File: config.mk
export PLATFORM = sky130hd
export DESIGN_NAME = io_po_bank
export DESIGN_NICKNAME = d
export VERILOG_FILES = /design/src/rtl/io_po_bank.sv
export SDC_FILE = /design/constraint.sdc
export NUM_CORES = 1
export LEC_CHECK = 0
export BUFFER_PORTS_ARGS = -buffer_cell sky130_fd_sc_hd__buf_4
export CORE_UTILIZATION = 25
export DETAILED_ROUTE_END_ITERATION = 8
export GPL_TIMING_DRIVEN = 0
export HOLD_SLACK_MARGIN = 0.06
export PLACE_DENSITY = 0.59
export SYNTH_ARGS = -nofsm -noshare
export SYNTH_HDL_FRONTEND = slang
export SYNTH_SLANG_ARGS = --single-unit
File: constraint.sdc
create_clock -name io_po_clk -period 1.4 [get_ports io_po_clk]
set_input_delay 0.14 -clock io_po_clk [delete_from_list [all_inputs] [get_ports io_po_clk]]
set_output_delay 0.14 -clock io_po_clk [all_outputs]
set_load 0.01 [all_outputs]
File: src/rtl/io_po_bank.sv
// io_po_bank: multi-channel fabric-to-pad output tile with per-channel mode, scan-chained output flops
// and a complement-checked config pair. Define IO_PO_BANK_PIPE_EN for a second, non-scanned pad stage.
module io_po_bank #(
    parameter int                NUM_CH  = 4,
    parameter logic [NUM_CH-1:0] RST_VAL = '0
) (
    input  logic                  io_po_clk,
    input  logic                  io_po_reset,
    input  logic [NUM_CH-1:0]     io_po_f2a_i,
    input  logic                  io_po_se,
    input  logic                  io_po_sc_in,
    input  logic [2*NUM_CH-1:0]   feedthrough_mem_in,
    input  logic [2*NUM_CH-1:0]   feedthrough_mem_inb,
    output logic [NUM_CH-1:0]     gfpga_pad_poutput_F2A,
    output logic                  io_po_sc_out,
    output logic                  io_po_cfg_err
);

    typedef enum logic [1:0] {
        MODE_BYPASS = 2'b00,
        MODE_REG    = 2'b01,
        MODE_TOGGLE = 2'b10,
        MODE_TIE    = 2'b11
    } mode_e;

    mode_e             mode   [NUM_CH];
    logic [NUM_CH-1:0] fault;
    logic [NUM_CH-1:0] q;
    logic [NUM_CH-1:0] q_next;
    logic [NUM_CH-1:0] stage;

    // A config bit is trusted only when it differs from its complement.
    always_comb begin
        fault = '0;
        for (int i = 0; i < NUM_CH; i++) begin
            mode[i]  = mode_e'({feedthrough_mem_in[2*i+1], feedthrough_mem_in[2*i]});
            fault[i] = (feedthrough_mem_in[2*i]   == feedthrough_mem_inb[2*i]) ||
                       (feedthrough_mem_in[2*i+1] == feedthrough_mem_inb[2*i+1]);
        end
    end

    always_comb begin
        q_next = q;
        if (io_po_se) begin
            q_next[0] = io_po_sc_in;
            for (int i = 1; i < NUM_CH; i++) begin
                q_next[i] = q[i-1];
            end
        end else begin
            for (int i = 0; i < NUM_CH; i++) begin
                case (mode[i])
                    MODE_BYPASS, MODE_REG: q_next[i] = io_po_f2a_i[i];
                    MODE_TOGGLE:           q_next[i] = q[i] ^ io_po_f2a_i[i];
                    default:               q_next[i] = q[i];
                endcase
            end
        end
    end

    always_ff @(posedge io_po_clk or posedge io_po_reset) begin
        if (io_po_reset) begin
            q             <= RST_VAL;
            io_po_cfg_err <= 1'b0;
        end else begin
            q             <= q_next;
            io_po_cfg_err <= io_po_cfg_err | (|fault);
        end
    end

`ifdef IO_PO_BANK_PIPE_EN
    logic [NUM_CH-1:0] p;

    always_ff @(posedge io_po_clk or posedge io_po_reset) begin
        if (io_po_reset) begin
            p <= RST_VAL;
        end else begin
            p <= q;
        end
    end

    assign stage = p;
`else
    assign stage = q;
`endif

    // Fault forcing wins over every mode, including BYPASS.
    always_comb begin
        gfpga_pad_poutput_F2A = '0;
        for (int i = 0; i < NUM_CH; i++) begin
            if (fault[i]) begin
                gfpga_pad_poutput_F2A[i] = RST_VAL[i];
            end else if (mode[i] == MODE_BYPASS) begin
                gfpga_pad_poutput_F2A[i] = io_po_f2a_i[i];
            end else begin
                gfpga_pad_poutput_F2A[i] = stage[i];
            end
        end
    end

    assign io_po_sc_out = q[NUM_CH-1];

endmodule

==> run metrics, run 1 <==
status=complete, no violations; CTS tree=built; # port buffers=28; clk buf depth=2; mux cell area share after synthesis=0.02235; GRT Util Overall=0.1217; slew margin rel.=0.7737; Yosys warning total=0; gr busiest metal=met2; final hold vios=0; min Tclk post-route=1175 ps; largest family of logic cells by synthesized area=simple AND/OR/NAND/NOR gates; Slowest-stage cell, CP=dfrtp_1; worst hold path class=input port to flip-flop; register-to-register setup slack=390 ps; proportion of layout cells with a drive suffix above 1=0.3333; IO Pins=30; Arr. time, crit path=1040 ps; total grt overflow=0; Mapped Area=447.9 sq um; Yosys cell types=16; Worst-Margin Slew=339.5 ps; largest net degree at the start of global routing=9; Reg2Reg Depth=1; Critical Path Max Stage Delay=400 ps; Avg Cell Area, Syn=7.466 sq um; post-synthesis compound-gate area fraction=0.2318; DP HPWL=895.4 um; Worst EP required=1260 ps; CTS buffer count=3; Final Slew Violations=0; Post-Synthesis Cells=60; Core ar.=1594 sq um; DR iter-0 viols=5; Post-Synth XOR/XNOR Area=0.1564; commonest non-fill, non-tap cell in the layout=buf_4; leakage power=0.3501 nW; hold path depth=2; unrepaired setup endpoints after global routing=false; crit path launch type=flip-flop; RD Place Congestion=0.6478; Hold WS=131.8 ps; first-pass GRT wire length=1.752 mm; WL/cell=9.333 um; M3 GR Usage=0.03673; final setup fails=0; Reg clk slew, reported paths=50 ps; clk sinks=5; Die ar.=1965 sq um; most frequent cells in the layout=28 x buf_4, 9 x nand2_1, 8 x nor2_1, 8 x xor2_1; simple-gate area share of the yosys netlist=0.2933; TritonRoute pass-1 iters=4; DRC Markers=0; Initial Utilization=0.2810; Tcrit/Tclk final=0.8395; routing usage on met2=0.2206; via count=533; Die Ht=44.33 um; initial antenna violation count=0; #FFs+latches synth=5; row count=14; ant diodes=0; Synth Area in Adders=0; Fill cells=173; critical path class=flip-flop to output port; post-route ant nets=0; setup bufs post-CTS=0; root buf cell=clkbuf_4; chip width=44.33 um; routed wire length=1.092 mm; Setup crit end kind=output port; CP Cell Sequence=o21ai_0 > a21oi_1 > buf_4; Highest Clock Rate=850.9 MHz; Critical Path Fanout Max=5; global-route met1 utilization=0.1281; Clock H-tree levels=1; Peak VDD IR=0.4269 mV; Reg-to-Reg Start=io_po_cfg_err; Post-Route Skew=5.181 ps; Max Cap Viol=0; vias in the first global route=466; area grow syn2layout=61.73%; vias per cell=4.556; Fin Setup TNS=0 ps; pwr dens=709.0 nW/um^2; sequential fraction of the synthesis area=0.2793; hold worst-path end=q[0]; worst hold start=io_po_sc_in; Post-Syn Nets=84; clk_lat worst skew=240 ps; Reg-to-Reg End=io_po_cfg_err; final-stage net count=118
==> logic make-up (layout without fill, tap and decap cells) <==
family	after synthesis	in the layout
and+or+nand+nor	26	26
AOI/OAI and AO/OA	18	18
DFF	5	5
buffers and inverters	2	35
muxes	1	1
xor gates and xnor gates	8	8
==> stage by stage <==
step                  util  power, mW  cell area [sq um]  setup WS, ps  cells
floorplan                -     0.2534              447.9         370.6     60
global placement    0.4317     0.3463              688.2         278.6    112
detailed placement  0.4317     0.3486              688.2         262.9    112
CTS                 0.4545     0.5254              724.4         203.6    117
global route        0.4545     0.5552              724.4         140.6    117
finish              0.4545     0.5136              724.4         224.7    117
==> metal layers <==
| layer | part of all wire | vias up |
|---|---|---|
| li1 | - | 279 |
| met3 | 0.074 | 2 |
| met1 | 0.43 | 227 |
| met4 | 0.0092 | 0 |
| met2 | 0.49 | 25 |
| met5 | 0 | - |
==> repair_timing <==
action / CTS / global route
endpoints found under the hold margin: 5 / 0
hold buffers: 1 / 0
setup endpoints to repair: 0 / 0
gates resized for setup: 0 / 0
==> worst max-delay path, delay by kind of cell, from the launching register on <==
| family | cells | cell delay, ps |
|---|---|---|
| flops | 1 | 400 |
| buf+inv | 1 | 140 |
| compound gates | 2 | 250 |
==> registers in the layout, summed over array words and instances, names as in the netlist <==
| name | count |
|---|---|
| io_po_cfg_err | 1 |
| q | 4 |
==> worst max-delay path by stage <==
stage | start | endpoint | depth (start not counted)
2_1_floorplan | io_po_cfg_err | io_po_cfg_err | 1
6_report | q[3] | gfpga_pad_poutput_F2A[3] | 3
5_1_grt | q[3] | gfpga_pad_poutput_F2A[3] | 3
3_5_place_dp | feedthrough_mem_in[4] | io_po_cfg_err | 4
4_1_cts | q[3] | gfpga_pad_poutput_F2A[3] | 3
3_3_place_gp | feedthrough_mem_in[5] | io_po_cfg_err | 4
==> layout make-up <==
type / count / area, sq um / area share
well taps: 24 / 30.03 / 0.04145
inverters: 1 / 3.754 / 0.005181
clock buffers: 4 / 26.28 / 0.03627
plain buffers: 1 / 3.754 / 0.005181
multi-input cells: 53 / 315.3 / 0.4352
flip-flops and latches: 5 / 125.1 / 0.1727
repair buffers: 29 / 220.2 / 0.3040
==> synthesized netlist by cell type <==
| cell type | number | area [sq um] |
|---|---|---|
| nor2b_1 | 3 | 18.77 |
| nand2_1 | 9 | 33.78 |
| nand4_1 | 1 | 6.260 |
| mux2i_1 | 1 | 10.01 |
| inv_1 | 1 | 3.750 |
| o31ai_1 | 1 | 7.510 |
| nand4b_1 | 1 | 8.760 |
| buf_1 | 1 | 3.750 |
| a22o_1 | 3 | 26.28 |
| nor2_1 | 8 | 30.03 |
| dfrtp_1 | 5 | 125.1 |
| and3b_1 | 3 | 26.28 |
| xor2_1 | 8 | 70.07 |
| a21oi_1 | 7 | 35.03 |
| o21ai_0 | 7 | 35.03 |
| or4_1 | 1 | 7.510 |
==> power breakdown <==
part | internal [mW] | leakage, nW | switching, mW | total, mW
registers | 0.159 | 0.0574 | 0.0161 | 0.175
clock network | 0.108 | 0.0150 | 0.0581 | 0.166
logic | 0.0984 | 0.278 | 0.0746 | 0.173
Note: power is estimated with default switching activity, not from simulation.
==> inputs of run 2 (changes only) <==
Settings changed: ABC_AREA set to 1.
Clock period 1.4 ns to 1 ns, I/O delays scaled along.
==> run 2 against run 1 <==
  * Final area increased by 17%
  * Highest routed layer unchanged
  * Register-to-register slack got worse by 370 ps
  * Largest power group is now combinational cells
  * The flow now finishes with violations (setup timing)
  * Clock-buffer cell count unchanged
  * Die area increased by 12%
  * Setup slack got worse by 300 ps
  * Routed wire length increased by 29%
  * Sequential power increased by 33%
==> run metrics, run 2 <==
Synth area leader=nand2_1; Clock H-tree levels=1; Fin Setup TNS=-170.8 ps; Reg-to-Reg Start=q[2]; clk sinks=5; most frequent cell after synthesis=nand2_1; RD Place Congestion=0.7387; Die ar.=2201 sq um; CTS buffer count=3; total grt overflow=0; Reg-to-Reg End=q[2]; Critical Path End=gfpga_pad_poutput_F2A[3]; final hold vios=0; Max Cap Viol=0; failing checks=setup timing; Peak VDD IR=0.5198 mV; Critical Path Max Stage Delay=380 ps; routed wire length=1.409 mm; Avg Cell Area, Syn=5.364 sq um; status=finished, violations left; Reg2Reg Depth=5; placed cell count=148; Post-Synthesis Cells=94; switching power=0.2686 mW; overall power=0.8167 mW; final-stage net count=159; largest net degree at the start of global routing=9; DRC Markers=0; worst hold path class=input port to flip-flop; CTS tree=built; chip width=46.91 um; Yosys top cell area share=0.2829; via count=679; root buf cell=clkbuf_4; crit path launch type=flip-flop; Critical Path Fanout Max=2; Worst Slack Setup Final=-74.93 ps; sequential fraction of the synthesis area=0.2481; largest family of logic cells by synthesized area=simple AND/OR/NAND/NOR gates; unrepaired setup endpoints after global routing=true; Post-Syn Nets=118; Tcrit/Tclk final=1.075; TritonRoute pass-1 iters=4; max reg flops=4; Reg power frac=0.286; Mapped Area=504.2 sq um; Core ar.=1802 sq um; Reg clk slew, reported paths=50 ps; proportion of layout cells with a drive suffix above 1=0.3358; top cells by count, synth=38 x nand2_1, 14 x inv_1, 11 x nor2_1; area grow syn2layout=67.49%; Internal Power=0.5480 mW; Main synth FF type=dfrtp_1; CP Cell Sequence=o21ai_2 > nor3_2 > buf_4; Setup crit end kind=output port; Synth async-reset ratio=1.000; vias in the first global route=537; synth top area cells=nand2_1 28%, dfrtp_1 25%, inv_1 10%, nor2_1 8.2%, a21oi_1 6.0%; final setup fails=5; Logic pwr share=0.401; GRT Util Overall=0.1352; pwr dens=967.0 nW/um^2; clock power share=0.313; Largest regs=q (4), io_po_cfg_err (1); Arr. time, crit path=970 ps; DP HPWL=1.080 mm; commonest non-fill, non-tap cell in the layout=nand2_1; min Tclk post-route=1075 ps; clk_lat worst skew=260 ps; Die Ht=46.91 um; Highest Clock Rate=930.3 MHz; critical path launch point=q[3]; post-synthesis compound-gate area fraction=0.1191; clk buf depth=2; register-to-register setup slack=20 ps; # port buffers=29; WL/cell=8.862 um; most frequent cells in the layout=37 x nand2_1, 35 x buf_4, 14 x inv_1; Post-synth EDFFs=0; simple-gate area share of the yosys netlist=0.4715; critical path class=flip-flop to output port; slew margin rel.=0.8360; DR iter-0 viols=8; mux cell area share after synthesis=0; pre-CTS WS=112.0 ps; vias per cell=4.270; Final Slew Violations=0; Yosys cell types=12; ant diodes=0; initial antenna violation count=0; first-pass GRT wire length=1.973 mm; switching part of the total=0.3289; Worst EP required=900 ps; Post-Synth XOR/XNOR Area=0.03474; leakage power=0.4878 nW; Synth Area in Adders=0; #FFs+latches synth=5; fin cells=159; Initial Utilization=0.2799; Final Util=0.4688; row count=15; largest register by flop count=q; Worst-Margin Slew=245.8 ps; Post-Route Skew=0.9892 ps; Yosys warning total=0; Slowest-stage cell, CP=dfrtp_1; post-route ant nets=0; IO Pins=30
-- run 2: kinds of logic (layout without fill, tap and decap cells) --
group	Yosys count	after routing
flops	5	5
compound gates	12	12
xor+xnor	2	2
buf+inv	17	57
simple gates	58	58
-- run 2: worst min path at each step --
stage	from	cells past startpoint	slack (ps)	end
after floorplan	io_po_reset	1	-120	io_po_cfg_err
final	io_po_sc_in	3	80	q[0]
after global routing	io_po_sc_in	3	90	q[0]
after detailed placement	io_po_reset	2	20	q[0]
after CTS	io_po_sc_in	3	90	q[0]
after global placement	io_po_reset	2	20	io_po_cfg_err
-- run 2: metrics by stage --
step | area, sq um | hold WS, ps
5_1_grt | 844.6 | 92.09
3_5_place_dp | 753.2 | 23.45
3_3_place_gp | 753.2 | 15.27
2_1_floorplan | 504.2 | -121.5
6_report | 844.6 | 81.78
4_1_cts | 823.3 | 93.02
-- run 2: routing by layer --
metal | vias to the layer above | global-route usage | routed length, um
li1 | 372 | - | -
met1 | 286 | 0.1395 | 641
met2 | 19 | 0.2250 | 671
met3 | 2 | 0.06923 | 84
met4 | 0 | 0.06857 | 11
met5 | - | 0 | 0
-- run 2: what timing repair did --
item,CTS,global route
setup buffers,4,2
hold endpoints to repair,5,0
endpoints found under the setup margin,4,5
hold buffers,1,0
resized for setup,4,2
pin swaps,4,3
gates cloned,0,0
-- run 2: cell type report --
type / instances / area (sq um)
Fill cell: 217 / 957.2
Timing Repair Buffer: 36 / 272.8
Clock buffer: 4 / 26.28
Multi-Input combinational cell: 72 / 325.3
Sequential cell: 5 / 125.1
Inverter: 17 / 63.81
Tap cell: 25 / 31.28
-- run 2: critical path, delay by kind of cell (launching register included) --
family	cells	cell delay (ps)
AOI/OAI and AO/OA	1	140
DFF	1	380
and+or+nand+nor	1	50
buffers and inverters	1	140
-- run 2: power groups by stage --
stage / logic, mW / registers [mW] / clock network, mW
floorplan: 0.127 / 0.242 / 0
detailed placement: 0.264 / 0.245 / 0
CTS: 0.310 / 0.233 / 0.269
global route: 0.362 / 0.235 / 0.280
finish: 0.327 / 0.233 / 0.256
global placement: 0.258 / 0.245 / 0
==> inputs of run 3 (changes only) <==
Settings changed: CORE_MARGIN set to 2, REMOVE_ABC_BUFFERS set to 1.
==> run 3 against run 2 <==
  * The flow still finishes with violations (setup timing)
  * Clock power down 5%
  * Final area fell by 0.44%
  * Critical path depth unchanged
  * Largest power group unchanged
==> run metrics, run 3 (synthesis gave the netlist of run 2 again) <==
RD Place Congestion=0.6837; WL/cell=8.075 um; Worst-Margin Slew=217.7 ps; root buf cell=clkbuf_4; most frequent cells in the layout=38 x nand2_1, 32 x buf_4, 14 x inv_1; post-route ant nets=0; Post-Route Skew=4.856 ps; leakage power=0.4851 nW; Core ar.=1922 sq um; chip width=48.91 um; Max Cap Viol=0; crit path launch type=flip-flop; largest register by flop count=q; Final Slew Violations=0; row count=16; DP HPWL=1.066 mm; vias per cell=4.256; Die Ht=48.91 um; status=finished, violations left; pre-CTS WS=130.6 ps; TritonRoute pass-1 iters=4; worst hold path class=input port to flip-flop; final hold vios=0; CTS tree=built; initial antenna violation count=0; slew margin rel.=0.8538; largest net degree at the start of global routing=9; proportion of layout cells with a drive suffix above 1=0.3158; Reg clk slew, reported paths=50 ps; area grow syn2layout=66.75%; Fin Setup TNS=-115.2 ps; vias in the first global route=551; total grt overflow=0; Critical Path Fanout Max=2; commonest non-fill, non-tap cell in the layout=nand2_1; Highest Clock Rate=937.1 MHz; ant diodes=0; GRT Util Overall=0.1140; clk buf depth=2; clk sinks=5; Tcrit/Tclk final=1.067; max reg flops=4; IO Pins=30; Peak VDD IR=0.3974 mV; DR iter-0 viols=11; Setup crit end kind=output port; routed wire length=1.292 mm; register-to-register setup slack=40 ps; pwr dens=948.8 nW/um^2; clk_lat worst skew=250 ps; unrepaired setup endpoints after global routing=true; Initial Utilization=0.2624; first-pass GRT wire length=2.090 mm; via count=681; Clock H-tree levels=1; min Tclk post-route=1067 ps; final setup fails=4; # port buffers=29; Worst EP required=900 ps; CTS buffer count=3; DRC Markers=0; Die ar.=2392 sq um; Arr. time, crit path=970 ps; critical path class=flip-flop to output port; final-stage net count=158; failing checks=setup timing; Largest regs=q (4), io_po_cfg_err (1); Worst Slack Setup Final=-67.09 ps
## run 3: worst max-delay path, stage by stage, from the launching register on
cell,delay [ps]
dfrtp_1,400
o21ai_2,130
nor3_2,50
buf_4,140
## run 3: what timing repair did
action                     4_1_cts  5_1_grt
cloned                           0        0
hold endpoints to repair         5        0
hold buffers                     1        0
gates resized for setup          3        3
setup buffers                    4        1
pin swaps                        4        2
setup endpoints to repair        4        5
## run 3: cell type report
cell class | count | area, sq um
inverter | 17 | 63.81
clock buffer | 4 | 26.28
sequential | 5 | 125.1
tap | 27 | 33.78
fill | 224 | 1081
timing repair buffer | 35 | 272.8
multi-input combinational | 72 | 319.1
## run 3: worst paths after layout
check | to | startpoint | cells past startpoint
worst max-delay path | gfpga_pad_poutput_F2A[3] | q[3] | 3
worst min-delay path | q[0] | io_po_sc_in | 3
worst max register to register | q[3] | q[3] | 6
worst min register to register | io_po_cfg_err | io_po_cfg_err | 2
max in group asynchronous | q[0] | io_po_reset | 3
min in group asynchronous | q[2] | io_po_reset | 3
## run 3: layer usage
metal,global-route usage,vias to the layer above,wire (um)
li1,-,371,-
met1,0.1269,285,538
met2,0.1804,22,628
met3,0.04601,3,96
met4,0.07143,0,29
met5,0,-,0
## run 3: report_power, final
part           leakage, nW  switching (mW)  internal, mW  total [mW]
logic                0.417           0.147         0.174       0.321
clock network       0.0150          0.0915         0.151       0.243
registers           0.0534          0.0118         0.222       0.234
## run 3: through the flow
stage	util	power, mW	hold WS [ps]	instance area [sq um]	cells
after floorplan	-	0.3696	-121.5	504.2	94
after global placement	0.3932	0.5031	14.67	755.7	150
after detailed placement	0.3932	0.5085	25.14	755.7	150
after CTS	0.4277	0.7911	97.32	822.0	159
after global routing	0.4375	0.8624	96.11	840.8	160
final	0.4375	0.7978	98.78	840.8	160
